===== config.mk =====
export PLATFORM = sky130hd
export DESIGN_NAME = beam_delay_scheduler
export DESIGN_NICKNAME = d
export VERILOG_FILES = /design/src/rtl/beam_delay_scheduler.sv
export SDC_FILE = /design/constraint.sdc
export NUM_CORES = 1
export LEC_CHECK = 0
export ABC_CLOCK_PERIOD_IN_PS = 2100
export BUFFER_PORTS_ARGS = -buffer_cell sky130_fd_sc_hd__buf_4
export CORE_AREA = 2 2 71 73
export CTS_CLUSTER_DIAMETER = 120
export DETAILED_ROUTE_END_ITERATION = 12
export DIE_AREA = 0 0 73 75
export GPL_TIMING_DRIVEN = 0
export PLACE_DENSITY = 0.82
export SKIP_CTS_REPAIR_TIMING = 1
export SKIP_LAST_GASP = 1
export SYNTH_ARGS = -nofsm -noshare
export SYNTH_HDL_FRONTEND = slang
export SYNTH_SLANG_ARGS = --single-unit

===== constraint.sdc =====
create_clock -name clk -period 2.1 [get_ports clk]
set_input_delay 0.105 -clock clk [delete_from_list [all_inputs] [get_ports clk]]
set_output_delay 0.105 -clock clk [all_outputs]
set_load 0.02 [all_outputs]

===== src/rtl/beam_delay_scheduler.sv =====
// Per-tap delay index scheduler: the host fills a shadow bank, and the bank is then copied
// atomically to the active outputs on a frame boundary, so every tap switches on the same frame.
module beam_delay_scheduler #(
   parameter int unsigned NUMBER_OF_CHANNELS = 4,
   parameter int unsigned BUFFER_SIZE        = 16,
   parameter int unsigned ADDR_W             = $clog2(2 * NUMBER_OF_CHANNELS) + 1,
   localparam int unsigned NUM_TAPS          = 2 * NUMBER_OF_CHANNELS,
   localparam int unsigned IDX_W             = $clog2(BUFFER_SIZE)
) (
   input  logic                      clk,
   input  logic                      rst_n,
   input  logic                      frame_strobe,
   input  logic                      cmd_valid,
   output logic                      cmd_ready,
   input  logic [ADDR_W-1:0]         cmd_addr,
   input  logic                      cmd_bcast,
   input  logic [IDX_W-1:0]          cmd_data,
   input  logic                      commit_req,
   input  logic                      commit_abort,
   input  logic                      err_clr,
   output logic [NUM_TAPS*IDX_W-1:0] delay_index,
   output logic                      commit_pending,
   output logic                      applied,
   output logic                      err
);

   typedef enum logic [0:0] {StIdle, StArmed} state_e;

   localparam logic [ADDR_W-1:0] TapLimit = ADDR_W'(NUM_TAPS);

   state_e                    state_q;
   logic [NUM_TAPS*IDX_W-1:0] shadow_q;
   logic [NUM_TAPS*IDX_W-1:0] active_q;
   logic                      applied_q;
   logic                      err_q;

   logic wr_fire;
   logic addr_bad;

   assign wr_fire  = cmd_valid && (state_q == StIdle);
   // The address MSB exists purely so that writes past the last tap can be detected.
   assign addr_bad = !cmd_bcast && (cmd_addr >= TapLimit);

   always_ff @(posedge clk or negedge rst_n) begin
      if (!rst_n) begin
         state_q   <= StIdle;
         shadow_q  <= '0;
         active_q  <= '0;
         applied_q <= 1'b0;
         err_q     <= 1'b0;
      end else begin
         applied_q <= 1'b0;

         if (wr_fire) begin
            for (int unsigned i = 0; i < NUM_TAPS; i++) begin
               if (cmd_bcast || (cmd_addr == ADDR_W'(i))) begin
                  shadow_q[i*IDX_W +: IDX_W] <= cmd_data;
               end
            end
         end

         // A new error takes priority over a simultaneous clear.
         if (wr_fire && addr_bad) begin
            err_q <= 1'b1;
         end else if (err_clr) begin
            err_q <= 1'b0;
         end

         case (state_q)
            StIdle: begin
               // A strobe here never copies; the copy waits for the next boundary.
               if (commit_req) begin
                  state_q <= StArmed;
               end
            end
            StArmed: begin
               if (commit_abort) begin
                  state_q <= StIdle;
               end else if (frame_strobe) begin
                  active_q  <= shadow_q;
                  applied_q <= 1'b1;
                  state_q   <= StIdle;
               end
            end
            default: state_q <= StIdle;
         endcase
      end
   end

   assign cmd_ready      = (state_q == StIdle);
   assign commit_pending = (state_q == StArmed);
   assign delay_index    = active_q;
   assign applied        = applied_q;
   assign err            = err_q;

   a_applied_idle : assert property (@(posedge clk) disable iff (!rst_n)
      applied_q |-> (state_q == StIdle));

   a_ready_excl : assert property (@(posedge clk) disable iff (!rst_n)
      !(cmd_ready && commit_pending));

endmodule


== Word-level counts from Yosys, hierarchy flattened ==
Cells that the tools add are included.
Storage, ports and cells
  register bits after elaboration: 67
  output and inout bits: 36
  bits in latches: 0
  RAM bits: 0
  ROM bits: 0
  memories kept: 0
Cells by class
  mux-type cells: 9
  bitwise operators: 2
  equality and inequality tests: 7
  add/subtract/negate cells: 0
  order comparisons: 1
  $mul: 0
  divide/modulo/power cells: 0
  reduce and logical (&&, ||, !) cells: 23
  shift operators: 0
Operator list (count)
  4-bit by 3-bit == test with 1-bit output, second input constant: 4
  2-bit AND reduction: 8
  4-bit by 2-bit == test with 1-bit output, second input constant: 2
  1-bit logical OR: 8
  1-bit 2-to-1 mux: 8
  4-bit by 1-bit == test with 1-bit output, second input constant: 1
  4-bit >= comparator, second input constant: 1
  4-bit zero test: 1
  1-bit logical AND: 3
  3-bit AND reduction: 1
  1-bit inverter: 2
  1-bit case mux with 2 select lines: 1
  2-bit nonzero test: 1
  1-bit zero test: 1

== Logic depth before layout (Yosys ltp) ==
  depth after elaboration: 4
  mapped depth: 4
  gate-level depth less buffers: 3

== Worst setup path before layout ==
No wires, ideal clock.
  path kind: register -> register
  start: reg state_q, in the netlist commit_pending
  end: reg shadow_q[10]
  arrival: 1.245 ns
  cell stages (with the launch flop): 4
  path buffers: 0
  data required time: 1.975 ns
  setup slack: 0.730 ns
  cells stage by stage: dfrtp_1 and2b_2 o21ai_2 mux2_2
Between the ends
  cells in the longest elaborated chain, start to end: 3
Ends and longest elaborated chain
  start, declared: line 31  | state_e state_q;
  start signal, assigned: line 46  | state_q <= StIdle;
  start signal, assigned: line 73  | state_q <= StArmed;
  start signal, assigned: line 78  | state_q <= StIdle;
  1-bit inverter
  1-bit logical AND: line 40  | assign wr_fire = cmd_valid && (state_q == StIdle);
  2-bit AND reduction (no line)
  end signal, assigned by index: line 57  | shadow_q[i*IDX_W +: IDX_W] <= cmd_data;
  end, declared: line 32  | logic [NUM_TAPS*IDX_W-1:0] shadow_q;
Every way passes these cells.
A chain may end at the register's enable or synchronous reset.

== Worst setup path after layout ==
  start: reg state_q, in the netlist commit_pending
  end: reg active_q[19], in the netlist delay_index[19]
Between the ends
  cells in the longest elaborated chain, start to end: 1
Ends and longest elaborated chain
  3-bit AND reduction (no line)
  end signal, assigned: line 80  | active_q <= shadow_q;
  end, declared: line 33  | logic [NUM_TAPS*IDX_W-1:0] active_q;
Every way passes these cells.

==> flow_summary.yaml <==
cts:
  clockBufferDepth: 2
  clkLatencyLatePin_ns: 0.34
  clk_pin_slew_ns: 0.06
  tritoncts: "done"
  cts_max_level: 3
  clockRootBuffer: "clkbuf_8"
  cts_buffers: 9
  cts.sink_count: 67
cells_and_area:
  n_antenna_cell: 0
  seqCellArea_mm2: 0.00168
  area_growth_pct: 24.1
  final_util_pct: 70.4
  multi_input_area_um2: 936
  final_nets: 241
  n_fill_cell: 303
  fin_area_mm2: 0.00328
  drive_gt1_share_pct: 50.0
die:
  die_area_mm2: 0.00548
  rows: 25
  die_w_um: 73
  die_h_um: 75
  pin_count: 52
  start_util_pct: 56.7
  core_area_mm2: 0.00466
routing:
  route.met2.wl_mm: 2.52
  num_vias: 1559
  via_per_inst: 5.49
  met1Wirelength_mm: 2.21
  ant_nets: 0
  routed_wl_mm: 4.98
  first_iter_violations: 49
  drc: 0
  wl_per_cell_um: 17.5
  routed.top_layer: "met4"
  drtPass1Iterations: 4
  wl_met3_um: 169
critical_path:
  crit_fanout: 10
  cp-start-kind: "flip-flop"
  critPathKind: "flip-flop to flip-flop"
  end_kind: "flip-flop"
  critical_path_required_ns: 2.32
  rr_endpoint: "delay_index[19]"
  arrival_ns: 1.72
  reg2reg_slack_ns: 0.60
  reg2reg_from: "commit_pending"
  reg2reg_depth: 3
min_path:
  whs_path_depth: 2
  worstHoldEndpoint: "shadow_q[31]"
  min-delay-start: "cmd_data[3]"
  hp-class: "input port to flip-flop"
timing:
  finalSetupTns_ns: 0
  skew_ns: 0.00501
  fin_crit_sh_pct: 71.5
  hold_slack_ns: 0.0702
  max_freq_mhz: 666
  rsz0062_at_grt: "false"
  fin_ws_ns: 0.598
  hold_violations: 0
  finalMaxSlewViolations: 0
  setup_violations: 0
  slew_headroom_pct: 46.6
  min_period_ns: 1.50
  worst_slew_pin_slew_ns: 0.800
synth:
  synth_area_mm2: 0.00264
  synth_nets: 176
  ys_types: 15
  yosys_warnings: 0
  syn_area_per_cell_um2: 16.5
  ys_seq_area_share_pct: 63.4
  ys_seq_elements: 67
  synthCells: 160
power_and_ir_drop:
  vdd_drop_max_mv: 0.606
  leakagePower_uw: 0.00150
  pwr_density_cell_mw_per_mm2: 1250
place:
  placed_area_mm2: 0.00309
  hpwl_mm: 3.42
  port_buffers: 50
  dpl_worst_slack_ns: 0.592
  place.gp.congestion: 0.735
global_route:
  grt_pass1_wl_mm: 7.97
  overflow: 0
  grt_max_degree: 68
  first_global_vias: 1600
  antenna_found_initial: 0
  gr-usage-all-layers_pct: 20.2
flow_run:
  maxCapViolations: 0
run_status:
  status: "complete, no violations"
-- critical path, stage by stage, from the launching register on --
cell      delay, ns
dfrtp_1        0.41
nand3b_1       0.27
buf_2          0.33
mux2_2         0.37
-- synth_stat cells --
| cell type | instances | area share, % |
|---|---|---|
| mux2_2 | 36 | 15 |
| o21ai_2 | 8 | 2.7 |
| o21ai_0 | 1 | 0.19 |
| mux2_1 | 28 | 12 |
| nor4_2 | 1 | 0.47 |
| and2b_2 | 1 | 0.33 |
| o31ai_1 | 1 | 0.28 |
| and4bb_1 | 3 | 1.4 |
| nand3b_1 | 2 | 0.57 |
| buf_2 | 4 | 0.76 |
| dfrtp_1 | 67 | 63 |
| nand2_1 | 1 | 0.14 |
| inv_1 | 3 | 0.43 |
| nor4b_2 | 3 | 1.7 |
| and4b_1 | 1 | 0.38 |
-- per-layer routing --
metal | GRT usage [%] | up-vias
met5 | 0 | -
met4 | 8.44 | 0
met3 | 7.23 | 6
met2 | 32.8 | 42
met1 | 24.7 | 798
li1 | - | 713
-- flip-flops by register name (all words and copies together), names as in the netlist --
register	flops
delay_index	32
shadow_q	32
err	1
commit_pending	1
applied	1
-- placed cells by master (no fill, tap or decap), drive strengths merged, types with 3 or more instances in the layout --
cell         count
dfrtp           67
o21ai            9
and4bb           3
buf             54
clkinv           3
clkbuf          13
nor4b            3
dlygate4sd3      4
mux2            64
inv              3
-- metrics by stage --
stage / total power (µW) / instances
floorplan: 2630 / 160
global placement: 3190 / 264
detailed placement: 3270 / 264
CTS: 4140 / 280
global route: 4310 / 284
finish: 4090 / 284
-- cells by family (layout without fill, tap and decap cells) --
kind of cell | after synthesis | count (layout) | share of synthesized area (%)
flops | 67 | 67 | 63.4
compound gates | 10 | 10 | 3.12
simple gates | 12 | 12 | 5.02
mux | 64 | 64 | 27.3
buf+inv | 7 | 77 | 1.18
-- layout make-up --
cell class	instances	share of cell area [%]
repair buffers	54	12.7
clock inverters	3	0.458
multi-input cells	86	28.5
inverters	3	0.343
well taps	54	2.06
plain buffers	4	0.610
flip-flops and latches	67	51.1
clock buffers	13	4.23
-- power by group --
| part | internal [µW] | total [µW] | switching, µW | leakage (µW) |
|---|---|---|---|---|
| sequential | 1710 | 1920 | 214 | 0.000799 |
| clock | 424 | 863 | 440 | 0.0000812 |
| combinational | 660 | 1310 | 651 | 0.000623 |
| total | 2790 | 4090 | 1300 | 0.00150 |
-- worst max-delay path by stage --
stage,to,startpoint
after global placement,delay_index[18],commit_pending
after detailed placement,delay_index[19],commit_pending
after CTS,delay_index[19],commit_pending
final,delay_index[19],commit_pending
after floorplan,shadow_q[10],commit_pending
after global routing,delay_index[19],commit_pending
Power figures use the tool's default switching activity.
